==> config.mk <==
export PLATFORM = sky130hd
export DESIGN_NAME = inst_fetch_ctrl
export DESIGN_NICKNAME = d
export VERILOG_FILES = /design/src/rtl/inst_pkg.sv /design/src/rtl/prog_loader.sv /design/src/rtl/inst_fetch_ctrl.sv
export SDC_FILE = /design/constraint.sdc
export NUM_CORES = 1
export LEC_CHECK = 0
export ABC_AREA = 1
export CORE_MARGIN = 4
export CORE_UTILIZATION = 35
export CTS_CLUSTER_SIZE = 25
export DETAILED_ROUTE_END_ITERATION = 12
export PLACE_DENSITY = 0.68
export SYNTH_ARGS = -nofsm -noshare
export SYNTH_HDL_FRONTEND = slang
export SYNTH_SLANG_ARGS = --single-unit
==> constraint.sdc <==
create_clock -name i_clk -period 4.55 [get_ports i_clk]
set_input_delay 0.91 -clock i_clk [delete_from_list [all_inputs] [get_ports i_clk]]
set_output_delay 0.91 -clock i_clk [all_outputs]
set_load 0.01 [all_outputs]
==> src/rtl/inst_pkg.sv <==
// Shared constants and state encoding for the instruction fetch controller.
package inst_pkg;
  localparam int PC_BITS   = 8;
  localparam int MEM_DEPTH = 128;
  localparam int INST_WORD = 32;
  localparam int BYTE_SIZE = 8;

  typedef enum logic [2:0] {
    ST_IDLE  = 3'd0,
    ST_LOAD  = 3'd1,
    ST_WRITE = 3'd2,
    ST_FETCH = 3'd3,
    ST_HOLD  = 3'd4,
    ST_FAULT = 3'd5
  } state_t;
endpackage

==> src/rtl/prog_loader.sv <==
// LOAD/WRITE sequencing: write pointer, latched byte and optional running checksum.
// Define LOAD_CHECKSUM_EN to build the modulo-256 checksum of accepted bytes.
module prog_loader
  import inst_pkg::*;
(
  input  logic                 clk,
  input  logic                 rst,
  input  state_t               state,
  input  logic                 load_start,
  input  logic                 load_done,
  input  logic [BYTE_SIZE-1:0] prog_byte,
  input  logic                 byte_valid,
  output logic                 byte_ready,
  output logic                 write_en,
  output logic [PC_BITS-1:0]   ptr,
  output logic [BYTE_SIZE-1:0] byte_q,
  output logic [BYTE_SIZE-1:0] checksum,
  output state_t               next_state
);

  logic accept;
  logic done_pend;
  logic ptr_last;

  assign byte_ready = (state == ST_LOAD);
  assign write_en   = (state == ST_WRITE);
  assign accept     = byte_ready && byte_valid;
  assign ptr_last   = (ptr == PC_BITS'(MEM_DEPTH - 1));

  // A load_done arriving with the accepted byte is remembered so the load ends after its write.
  always_ff @(posedge clk or posedge rst) begin
    if (rst) begin
      ptr       <= '0;
      byte_q    <= '0;
      done_pend <= 1'b0;
    end else if (load_start) begin
      ptr       <= '0;
      done_pend <= 1'b0;
    end else begin
      if (accept) begin
        byte_q    <= prog_byte;
        done_pend <= load_done;
      end
      if (write_en) begin
        ptr       <= ptr + PC_BITS'(1);
        done_pend <= 1'b0;
      end
    end
  end

  always_comb begin
    next_state = state;
    if (state == ST_LOAD) begin
      if (accept)
        next_state = ST_WRITE;
      else if (load_done)
        next_state = ST_IDLE;
    end else if (state == ST_WRITE) begin
      if (done_pend || load_done || ptr_last)
        next_state = ST_IDLE;
      else
        next_state = ST_LOAD;
    end
  end

`ifdef LOAD_CHECKSUM_EN
  logic [BYTE_SIZE-1:0] sum;

  always_ff @(posedge clk or posedge rst) begin
    if (rst)
      sum <= '0;
    else if (load_start)
      sum <= '0;
    else if (accept)
      sum <= sum + prog_byte;
  end

  assign checksum = sum;
`else
  assign checksum = '0;
`endif

endmodule

==> src/rtl/inst_fetch_ctrl.sv <==
// Instruction memory bus owner: byte-stream programming in LOAD, PC-driven word fetch in RUN.
// Optional feature macro: LOAD_CHECKSUM_EN (see prog_loader).
module inst_fetch_ctrl
  import inst_pkg::*;
(
  input  logic                 i_clk,
  input  logic                 i_rst,
  input  logic                 i_load_start,
  input  logic                 i_load_done,
  input  logic [BYTE_SIZE-1:0] i_byte,
  input  logic                 i_byte_valid,
  output logic                 o_byte_ready,
  input  logic                 i_run,
  input  logic                 i_branch_valid,
  input  logic [PC_BITS-1:0]   i_branch_target,
  output logic [PC_BITS-1:0]   o_mem_addr,
  output logic [BYTE_SIZE-1:0] o_mem_data,
  output logic                 o_mem_cs,
  input  logic [INST_WORD-1:0] i_mem_rdata,
  output logic [INST_WORD-1:0] o_instr,
  output logic                 o_instr_valid,
  input  logic                 i_instr_ready,
  output logic [PC_BITS-1:0]   o_pc,
  output logic [PC_BITS-1:0]   o_load_count,
  output logic                 o_loading,
  output logic                 o_fault,
  output logic [BYTE_SIZE-1:0] o_checksum
);

  localparam logic [PC_BITS-1:0] LAST_FETCH = PC_BITS'(MEM_DEPTH - 4);
  localparam logic [PC_BITS-1:0] WORD_MASK  = {{(PC_BITS-2){1'b1}}, 2'b00};

  state_t               state;
  state_t               load_next;
  logic [PC_BITS-1:0]   pc;
  logic [PC_BITS-1:0]   ptr;
  logic [BYTE_SIZE-1:0] byte_q;
  logic                 write_en;
  logic                 in_load;

  prog_loader u_loader (
    .clk        (i_clk),
    .rst        (i_rst),
    .state      (state),
    .load_start (i_load_start),
    .load_done  (i_load_done),
    .prog_byte  (i_byte),
    .byte_valid (i_byte_valid),
    .byte_ready (o_byte_ready),
    .write_en   (write_en),
    .ptr        (ptr),
    .byte_q     (byte_q),
    .checksum   (o_checksum),
    .next_state (load_next)
  );

  // Loader owns the address bus only while programming; otherwise the PC drives it.
  assign in_load      = (state == ST_LOAD) || (state == ST_WRITE);
  assign o_mem_addr   = in_load ? ptr : pc;
  assign o_mem_data   = byte_q;
  assign o_mem_cs     = write_en;
  assign o_load_count = ptr;
  assign o_loading    = (state == ST_LOAD);

  always_ff @(posedge i_clk or posedge i_rst) begin
    if (i_rst) begin
      state         <= ST_IDLE;
      pc            <= '0;
      o_instr       <= '0;
      o_pc          <= '0;
      o_instr_valid <= 1'b0;
      o_fault       <= 1'b0;
    end else if (i_load_start) begin
      state         <= ST_LOAD;
      pc            <= '0;
      o_instr_valid <= 1'b0;
      o_fault       <= 1'b0;
    end else begin
      case (state)
        ST_LOAD, ST_WRITE: state <= load_next;
        ST_IDLE: if (i_run) state <= ST_FETCH;
        ST_FETCH: begin
          if (!i_run) begin
            state <= ST_IDLE;
          end else if (pc > LAST_FETCH) begin
            state   <= ST_FAULT;
            o_fault <= 1'b1;
          end else begin
            o_instr       <= i_mem_rdata;
            o_pc          <= pc;
            o_instr_valid <= 1'b1;
            state         <= ST_HOLD;
          end
        end
        // A redirect flushes the held instruction even if decode accepts it this cycle.
        ST_HOLD: begin
          if (i_branch_valid) begin
            o_instr_valid <= 1'b0;
            pc            <= i_branch_target & WORD_MASK;
            state         <= ST_FETCH;
          end else if (i_instr_ready) begin
            o_instr_valid <= 1'b0;
            pc            <= pc + PC_BITS'(4);
            state         <= ST_FETCH;
          end
        end
        ST_FAULT: state <= ST_FAULT;
        default:  state <= ST_IDLE;
      endcase
    end
  end

endmodule

==> results.json, run 1 <==
{
  "status": "completed",
  "hold_depth": 2,
  "drt_wl_total_mm": 8.24,
  "cts-root-buf": "clkbuf_8",
  "power.density_nw_per_um2": 474,
  "rsz0062_at_grt": "no",
  "avgRoutedWirePerCell_um": 13.6,
  "vias_per_cell": 4.73,
  "cap_viol_max_count": 0,
  "cts_buffers": 9,
  "core_um2": 8380,
  "initial_core_util_pct": 36.8,
  "cts_tree": "built",
  "swShare_pct": 33.3,
  "num_rows": 33,
  "intPower_mw": 1.42,
  "dr.pass1.iters": 4,
  "nets": 556,
  "ctsLongestPathBuffers": 2,
  "final_antenna_net_count": 0,
  "gp_congestion": 0.826,
  "diodes": 0,
  "path_common_cell": "inv_1",
  "reg2reg_from": "state[1]$_DFFE_PP0P_",
  "finClkSkew_ps": 9.55,
  "p_clk_share_pct": 19.9,
  "critical_path.startpoint_type": "flop",
  "slowest_delay_ps": 550,
  "antenna_found_initial": 0,
  "synth.top_cells.by_area": "dfrtp_1 (54%), nand2_1 (16%), nand3_1 (8.1%)",
  "min_from": "o_instr[16]$_DFFE_PP0P_",
  "synth_cell_type_count": 26,
  "critPathMaxFanout": 13,
  "rrSetupSlack_ps": 2520,
  "critPathTopFamily": "buffers and inverters",
  "power.total_mw": 2.13,
  "grt_overflow": 0,
  "fin_area_um2": 4490,
  "synth_top_area_share_pct": 53.6,
  "drive_gt1_share_pct": 4.58,
  "synth_seq_cells": 66,
  "power.leakage_nw": 2.12,
  "min_period_ps": 3030,
  "cp_num_buf_inv": 3,
  "hold_end": "o_instr[16]$_DFFE_PP0P_",
  "cts_sinks": 66,
  "die_area_um2": 10400,
  "num_vias": 2872,
  "netlist_area_um2": 3080,
  "synthMuxAreaShare_pct": 0.649,
  "grt_pass1_wl_mm": 13.7,
  "synth_cells": 381,
  "synth_top_family_by_area": "simple AND/OR/NAND/NOR gates",
  "hp-class": "flop to flop",
  "synth_compound_area_share_pct": 6.49,
  "fin_setup_tns_ps": 0,
  "areaGrowthSynthToFinish_pct": 45.6,
  "synthTopCellsByCount": "nand2_1 (133), dfrtp_1 (66), nand3_1 (50)",
  "io_buffers": 120,
  "synthFlopType": "dfrtp_1",
  "path_cells": "inv_1, nand3_1, nand2_1, inv_1, nor2_1, clkdlybuf4s50_1",
  "slew_viol_final": 0,
  "ys_seq_area_share_pct": 53.6,
  "yosys_warnings": 0,
  "worst_pin_slew_ps": 974,
  "remaining_drc_errors": 0,
  "combPwrFrac_pct": 39.5,
  "whs_ps": 471,
  "pin_count": 133,
  "synthSimpleGateAreaFrac_pct": 29.3,
  "die_x_um": 102,
  "worst_path_max_delay_cell": "clkdlybuf4s50_1",
  "cp-end-kind": "output port",
  "async_flop_share_pct": 100,
  "synth_edf_count": 0,
  "reg2reg_to": "u_loader.byte_q[3]$_DFFE_PP0P_",
  "grt_max_degree": 57,
  "synth_xor_area_share_pct": 0.852,
  "cts.repair.resized": 0,
  "num-fill-cells": 809,
  "yosysTopAreaCell": "dfrtp_1",
  "cts_setup_buffers": 0,
  "syn_avg_cell_area_um2": 8.09,
  "synthAdderAreaFrac_pct": 0.812,
  "seq_power_share_pct": 40.6,
  "setup_viol": 0,
  "ctsHoldBuffers": 0,
  "worstSkewPairLatency_ps": 320,
  "relSlewSlack_pct": 34.9,
  "place_area_um2": 4320,
  "grt_use_total_pct": 16.5,
  "htree_num_levels": 3,
  "dieHeight_um": 102,
  "area.sequential_um2": 1650,
  "multi_input_area_um2": 1210,
  "drt_iter0_markers": 87,
  "cp.arrival_ps": 2120,
  "crit_type": "flop to output port",
  "yosysMostFrequentCell": "nand2_1",
  "ir_worst_vdd_mv": 0.218,
  "grt_pass1_vias": 2929,
  "power_switching_uw": 708,
  "clkSlewWorstSetupHoldPaths_ps": 70,
  "fin_crit_sh_pct": 66.5,
  "max_clock_freq_mhz": 330,
  "hold_violations": 0,
  "reg2regPathDepth": 6,
  "hpwl_mm": 5.91,
  "critPathRequiredTime_ps": 3640
}
## cell families after synthesis
group / after synthesis
and+or+nand+nor: 215
adders and majority gates: 2
DFF: 66
buffers and inverters: 53
AOI/OAI and AO/OA: 39
xor gates and xnor gates: 3
other: 1
muxes: 2
## power groups by stage
stage          Combinational [mW]  Clock [mW]  Sequential, mW
6_report                    0.840       0.424           0.863
5_1_grt                     0.930       0.466           0.884
4_1_cts                     0.857       0.440           0.863
3_5_place_dp                0.856           0           0.870
3_3_place_gp                0.840           0           0.867
2_1_floorplan               0.310           0           0.941
## worst reg2reg max path: stages (launching register included)
cell and delay (ps):
dfrtp_1 410, inv_1 130, nand3_1 170, nor2_1 640, nand2_1 370, nand2_1 140, nand2_1 50
## cell type report
class | count | area share (%)
clock buffer | 12 | 3.46
clock inverter | 3 | 0.334
inverter | 27 | 2.26
multi-input combinational | 271 | 27.0
sequential | 66 | 36.8
tap | 105 | 2.93
timing repair buffer | 123 | 27.3
## cell usage in the layout, fill, tap and decap left out, types with 10 or more instances in the layout
master           synthesis  layout
clkbuf_8                 0      11
clkdlybuf4s50_1          0     120
conb_1                   1      10
dfrtp_1                 66      66
inv_1                   26      24
nand2_1                133     133
nand3_1                 50      50
nor2_1                  24      24
o21ai_0                 26      26
## flip-flops by register name, summed over array words and instances (netlist names)
register	count
o_instr_valid	1
u_loader.done_pend	1
pc	6
o_fault	1
u_loader.ptr	8
u_loader.byte_q	8
o_pc	6
state	3
o_instr	32
## per-layer routing
metal	vias to the layer above	track usage, %	share of wire (%)
met5	-	0	0
met4	0	6.26	1.2
met3	6	3.69	6.9
met2	87	28.5	50
met1	1349	20.2	42
li1	1430	-	-
## worst max-delay path by stage
| stage | startpoint | slack (ps) | cells past startpoint | endpoint |
|---|---|---|---|---|
| floorplan | i_rst | 1990 | 1 | o_fault$_DFFE_PP0P_ |
| global placement | i_byte_valid | 1780 | 6 | u_loader.byte_q[4]$_DFFE_PP0P_ |
| detailed placement | i_byte_valid | 1800 | 6 | u_loader.byte_q[3]$_DFFE_PP0P_ |
| CTS | state[1]$_DFFE_PP0P_ | 1490 | 6 | o_mem_addr[0] |
| global route | state[1]$_DFFE_PP0P_ | 1330 | 6 | o_mem_addr[5] |
| finish | state[1]$_DFFE_PP0P_ | 1520 | 6 | o_mem_addr[0] |
## through the flow
stage,worst slack [ps],utilization (%),cells
global route,1330,53.6,607
floorplan,1990,-,390
detailed placement,1800,51.5,592
global placement,1780,51.5,592
finish,1520,53.6,607
CTS,1490,53.6,607
(Power assumes the default switching activity.)
==> inputs of run 2 (changes only) <==
--- a/config.mk
+++ b/config.mk
@@ -10,7 +10,7 @@
 export CORE_UTILIZATION = 35
 export CTS_CLUSTER_SIZE = 25
 export DETAILED_ROUTE_END_ITERATION = 12
-export PLACE_DENSITY = 0.68
+export PLACE_DENSITY = 0.71
 export SYNTH_ARGS = -nofsm -noshare
 export SYNTH_HDL_FRONTEND = slang
 export SYNTH_SLANG_ARGS = --single-unit
==> constraint.sdc (replaced) <==
create_clock -name i_clk -period 2.7 [get_ports i_clk]
set_input_delay 0.54 -clock i_clk [delete_from_list [all_inputs] [get_ports i_clk]]
set_output_delay 0.54 -clock i_clk [all_outputs]
set_load 0.01 [all_outputs]
==> results.json, run 2 (synthesized netlist as in run 1, its figures left out) <==
{
  "status": "completed",
  "drt_wl_total_mm": 8.50,
  "top_register": "o_instr",
  "dr.pass1.iters": 4,
  "core_um2": 8380,
  "cts_tree": "built",
  "antenna_found_initial": 0,
  "nets": 561,
  "final_common_cell": "nand2_1",
  "cap_viol_max_count": 0,
  "cts_setup_buffers": 0,
  "clkSlewWorstSetupHoldPaths_ps": 70,
  "ctsHoldBuffers": 0,
  "grt_pass1_wl_mm": 13.9,
  "io_buffers": 120,
  "grt_max_degree": 41,
  "area.sequential_um2": 1650,
  "hpwl_mm": 6.23,
  "vias_per_cell": 4.77,
  "hp-class": "input port to async pin",
  "fin_setup_tns_ps": 0,
  "dieHeight_um": 102,
  "max_clock_freq_mhz": 396,
  "hold_violations": 0,
  "critPathMaxFanout": 13,
  "path_cells": "inv_1, nand3_2, nand2_4, nand2_1, o21ai_0, clkdlybuf4s50_1",
  "min_period_ps": 2530,
  "multi_input_area_um2": 1220,
  "grtUsageMet3_pct": 4.57,
  "htree_num_levels": 3,
  "remaining_drc_errors": 0,
  "reg2regPathDepth": 6,
  "cts_buffers": 9,
  "drive_gt1_share_pct": 5.92,
  "rrSetupSlack_ps": 1090,
  "reg2reg_from": "state[1]$_DFFE_PP0P_",
  "setup_viol": 0,
  "worstSkewPairLatency_ps": 340,
  "initial_core_util_pct": 36.8,
  "cts_sinks": 66,
  "largestRegisters": "o_instr (32), u_loader.byte_q (8), u_loader.ptr (8)",
  "met2_usage_pct": 27.3,
  "areaGrowthSynthToFinish_pct": 49.2,
  "power.leakage_nw": 2.17,
  "crit_type": "flop to output port",
  "slowest_delay_ps": 590,
  "finClkSkew_ps": 7.21,
  "worst_path_max_delay_cell": "clkdlybuf4s50_1",
  "cts.repair.resized": 1,
  "diodes": 0,
  "cp-end-kind": "output port",
  "die_area_um2": 10400,
  "num_vias": 2917,
  "ir_worst_vdd_mv": 0.409,
  "largest_reg_flops": 32,
  "reg2reg_to": "u_loader.byte_q[7]$_DFFE_PP0P_",
  "cts-root-buf": "clkbuf_8",
  "final_antenna_net_count": 0,
  "busiest_layer": "met2",
  "critPathTopFamily": "buffers and inverters",
  "die_x_um": 102,
  "pin_count": 133,
  "num-fill-cells": 786,
  "grt_use_total_pct": 16.8,
  "num_rows": 33,
  "gp_congestion": 0.910,
  "power.density_nw_per_um2": 835,
  "final_core_util_pct": 54.9,
  "critPathRequiredTime_ps": 2160,
  "drt_iter0_markers": 66,
  "critical_path.startpoint_type": "flop",
  "fin_crit_sh_pct": 93.6,
  "most-common-layout-cells": "nand2_1 (132), clkdlybuf4s50_1 (120), dfrtp_1 (66)",
  "grtUsageMet1_pct": 22.0,
  "rsz0062_at_grt": "no",
  "cp_num_buf_inv": 2,
  "crit_cells": 6,
  "avgRoutedWirePerCell_um": 13.9,
  "slew_viol_final": 0,
  "grt_overflow": 0,
  "cp.arrival_ps": 1990,
  "grt_pass1_vias": 2925,
  "ctsLongestPathBuffers": 2
}
==> run 2: power breakdown <==
group          internal (mW)  switching [mW]
combinational          0.761           0.706
clock                  0.567           0.359
sequential              1.28           0.165
==> run 2: worst max path at each step <==
stage                          from                  end  slack (ps)
2_1_floorplan                 i_rst  o_fault$_DFFE_PP0P_         510
3_3_place_gp   state[1]$_DFFE_PP0P_        o_mem_addr[7]         410
3_5_place_dp   state[1]$_DFFE_PP0P_        o_mem_addr[7]         360
4_1_cts        state[1]$_DFFE_PP0P_        o_mem_addr[7]          50
5_1_grt        state[1]$_DFFE_PP0P_        o_mem_addr[7]          60
6_report       state[1]$_DFFE_PP0P_        o_mem_addr[7]         170
==> run 2: metrics by stage <==
stage | setup WS [ps] | area [um2] | total power, mW | hold slack, ps | std cells
final | 173 | 4600 | 3.84 | 436 | 612
after global routing | 59.5 | 4600 | 4.10 | 447 | 612
after CTS | 49.1 | 4590 | 3.88 | 418 | 612
after detailed placement | 362 | 4370 | 2.93 | 458 | 597
after global placement | 412 | 4370 | 2.89 | 450 | 597
after floorplan | 505 | 3120 | 2.11 | 474 | 390
==> run 2: layout make-up <==
class	instances	share of cell area (%)
Inverter	27	2.20
Clock buffer	13	3.45
Timing Repair Buffer	128	27.7
Multi-Input combinational cell	271	26.6
Sequential cell	66	35.9
Clock inverter	2	1.31
Tap cell	105	2.86
==> run 2: routing by layer <==
layer | vias up | wire [um]
li1 | 1438 | -
met4 | 0 | 94
met2 | 94 | 4030
met5 | - | 0
met3 | 10 | 603
met1 | 1375 | 3770
==> inputs of run 3 (changes only) <==
--- a/config.mk
+++ b/config.mk
@@ -10,6 +10,8 @@
 export CORE_UTILIZATION = 35
 export CTS_CLUSTER_SIZE = 25
 export DETAILED_ROUTE_END_ITERATION = 12
+export HOLD_SLACK_MARGIN = 0.03
+export MAX_ROUTING_LAYER = met4
 export PLACE_DENSITY = 0.71
 export SYNTH_ARGS = -nofsm -noshare
 export SYNTH_HDL_FRONTEND = slang
==> results.json, run 3 (synthesized netlist as in run 1, its figures left out) <==
{
  "power.leakage_nw": 2.17,
  "worstSkewPairLatency_ps": 330,
  "antenna_found_initial": 0,
  "gp_congestion": 0.926,
  "ctsHoldBuffers": 0,
  "fin_setup_tns_ps": 0,
  "grt_pass1_vias": 2924,
  "drive_gt1_share_pct": 5.92,
  "startpoint": "state[1]$_DFFE_PP0P_",
  "num_vias": 2910,
  "dieHeight_um": 102,
  "hp-class": "input port to async pin",
  "slew_viol_final": 0,
  "nets": 561,
  "die_area_um2": 10400,
  "top_register": "o_instr",
  "drt_iter0_markers": 66,
  "final_antenna_net_count": 0,
  "status": "completed",
  "num_rows": 33,
  "critPathMaxFanout": 13,
  "grt_max_degree": 41,
  "dr.pass1.iters": 4,
  "cp.arrival_ps": 1990,
  "min_period_ps": 2530,
  "largest_reg_flops": 32,
  "die_x_um": 102,
  "cts-root-buf": "clkbuf_8",
  "grt_overflow": 0,
  "crit_type": "flop to output port",
  "hpwl_mm": 6.23,
  "ctsLongestPathBuffers": 2,
  "initial_core_util_pct": 36.8,
  "cts_tree": "built",
  "place_area_um2": 4370,
  "vias_per_cell": 4.75,
  "critical_path.startpoint_type": "flop",
  "areaGrowthSynthToFinish_pct": 49.2,
  "remaining_drc_errors": 0,
  "fin_area_um2": 4600,
  "reg2reg_from": "state[1]$_DFFE_PP0P_",
  "max_clock_freq_mhz": 396,
  "cts_buffers": 9,
  "pin_count": 133,
  "final_common_cell": "nand2_1",
  "dp_slack_ps": 362,
  "hold_violations": 0,
  "largestRegisters": "o_instr (32), u_loader.byte_q (8), u_loader.ptr (8)",
  "clkSlewWorstSetupHoldPaths_ps": 70,
  "io_buffers": 120,
  "grt_use_total_pct": 17.3,
  "most-common-layout-cells": "nand2_1 (132), clkdlybuf4s50_1 (120), dfrtp_1 (66)",
  "finClkSkew_ps": 7.25,
  "critPathRequiredTime_ps": 2160,
  "htree_num_levels": 3,
  "core_um2": 8380,
  "rrSetupSlack_ps": 1090,
  "cap_viol_max_count": 0,
  "diodes": 0,
  "setup_viol": 0,
  "avgRoutedWirePerCell_um": 13.9,
  "finalWorstSetupSlack_ps": 172,
  "grt_pass1_wl_mm": 13.9,
  "fin_crit_sh_pct": 93.6,
  "cts_setup_buffers": 0,
  "rsz0062_at_grt": "no",
  "power.density_nw_per_um2": 835,
  "ir_worst_vdd_mv": 0.409,
  "drt_wl_total_mm": 8.50,
  "cp-end-kind": "output port",
  "cts_sinks": 66
}
## run 3: cell counts in the layout (fill, tap and decap cells not counted)
No cell type changed its count.
## run 3: layout make-up
| class | instances | area (um2) |
|---|---|---|
| Inverter | 27 | 101 |
| Tap cell | 105 | 131 |
| Fill cell | 786 | 3780 |
| Timing Repair Buffer | 128 | 1270 |
| Multi-Input combinational cell | 271 | 1220 |
| Clock buffer | 13 | 159 |
| Sequential cell | 66 | 1650 |
| Clock inverter | 2 | 60.1 |
## run 3: through the flow
step           hold slack, ps  total power, mW  util, %  cells
6_report                  435             3.84     54.9    612
4_1_cts                   418             3.88     54.8    612
3_3_place_gp              450             2.89     52.1    597
2_1_floorplan             474             2.11        -    390
3_5_place_dp              458             2.93     52.1    597
5_1_grt                   447             4.10     54.9    612
## run 3: timing repair
| action | CTS | global route |
|---|---|---|
| resized for setup | 1 | 2 |
| endpoints found under the setup margin | 6 | 8 |
| endpoints found under the hold margin | 0 | 0 |
| pin swaps | 0 | 0 |
## run 3: layer usage
| metal | vias up | GRT usage [%] | part of all wire [%] |
|---|---|---|---|
| met5 | - | - | 0 |
| met3 | 9 | 4.37 | 6.8 |
| met4 | 0 | 5.05 | 1.2 |
| met1 | 1374 | 22.2 | 45 |
| met2 | 90 | 27.3 | 47 |
| li1 | 1437 | - | - |
## run 3: final timing paths
check	end	cells past startpoint
max	o_mem_addr[7]	6
min	u_loader.done_pend$_DFFE_PP0P_	2
max reg2reg	u_loader.byte_q[7]$_DFFE_PP0P_	6
min reg2reg	o_instr[3]$_DFFE_PP0P_	2
max in group asynchronous	o_pc[5]$_DFFE_PP0P_	3
min in group i_clk	o_instr[3]$_DFFE_PP0P_	2
## run 3: power breakdown
group          total [mW]  switching, mW  internal (mW)
Combinational        1.47          0.705          0.761
Clock               0.927          0.361          0.567
Sequential           1.45          0.165           1.28
Total                3.84           1.23           2.61
## run 3: critical path, cell delays in order, from the launching register on
cell,delay (ps)
dfrtp_1,410
inv_1,140
nand3_2,160
nand2_4,180
nand2_1,70
o21ai_0,110
clkdlybuf4s50_1,590
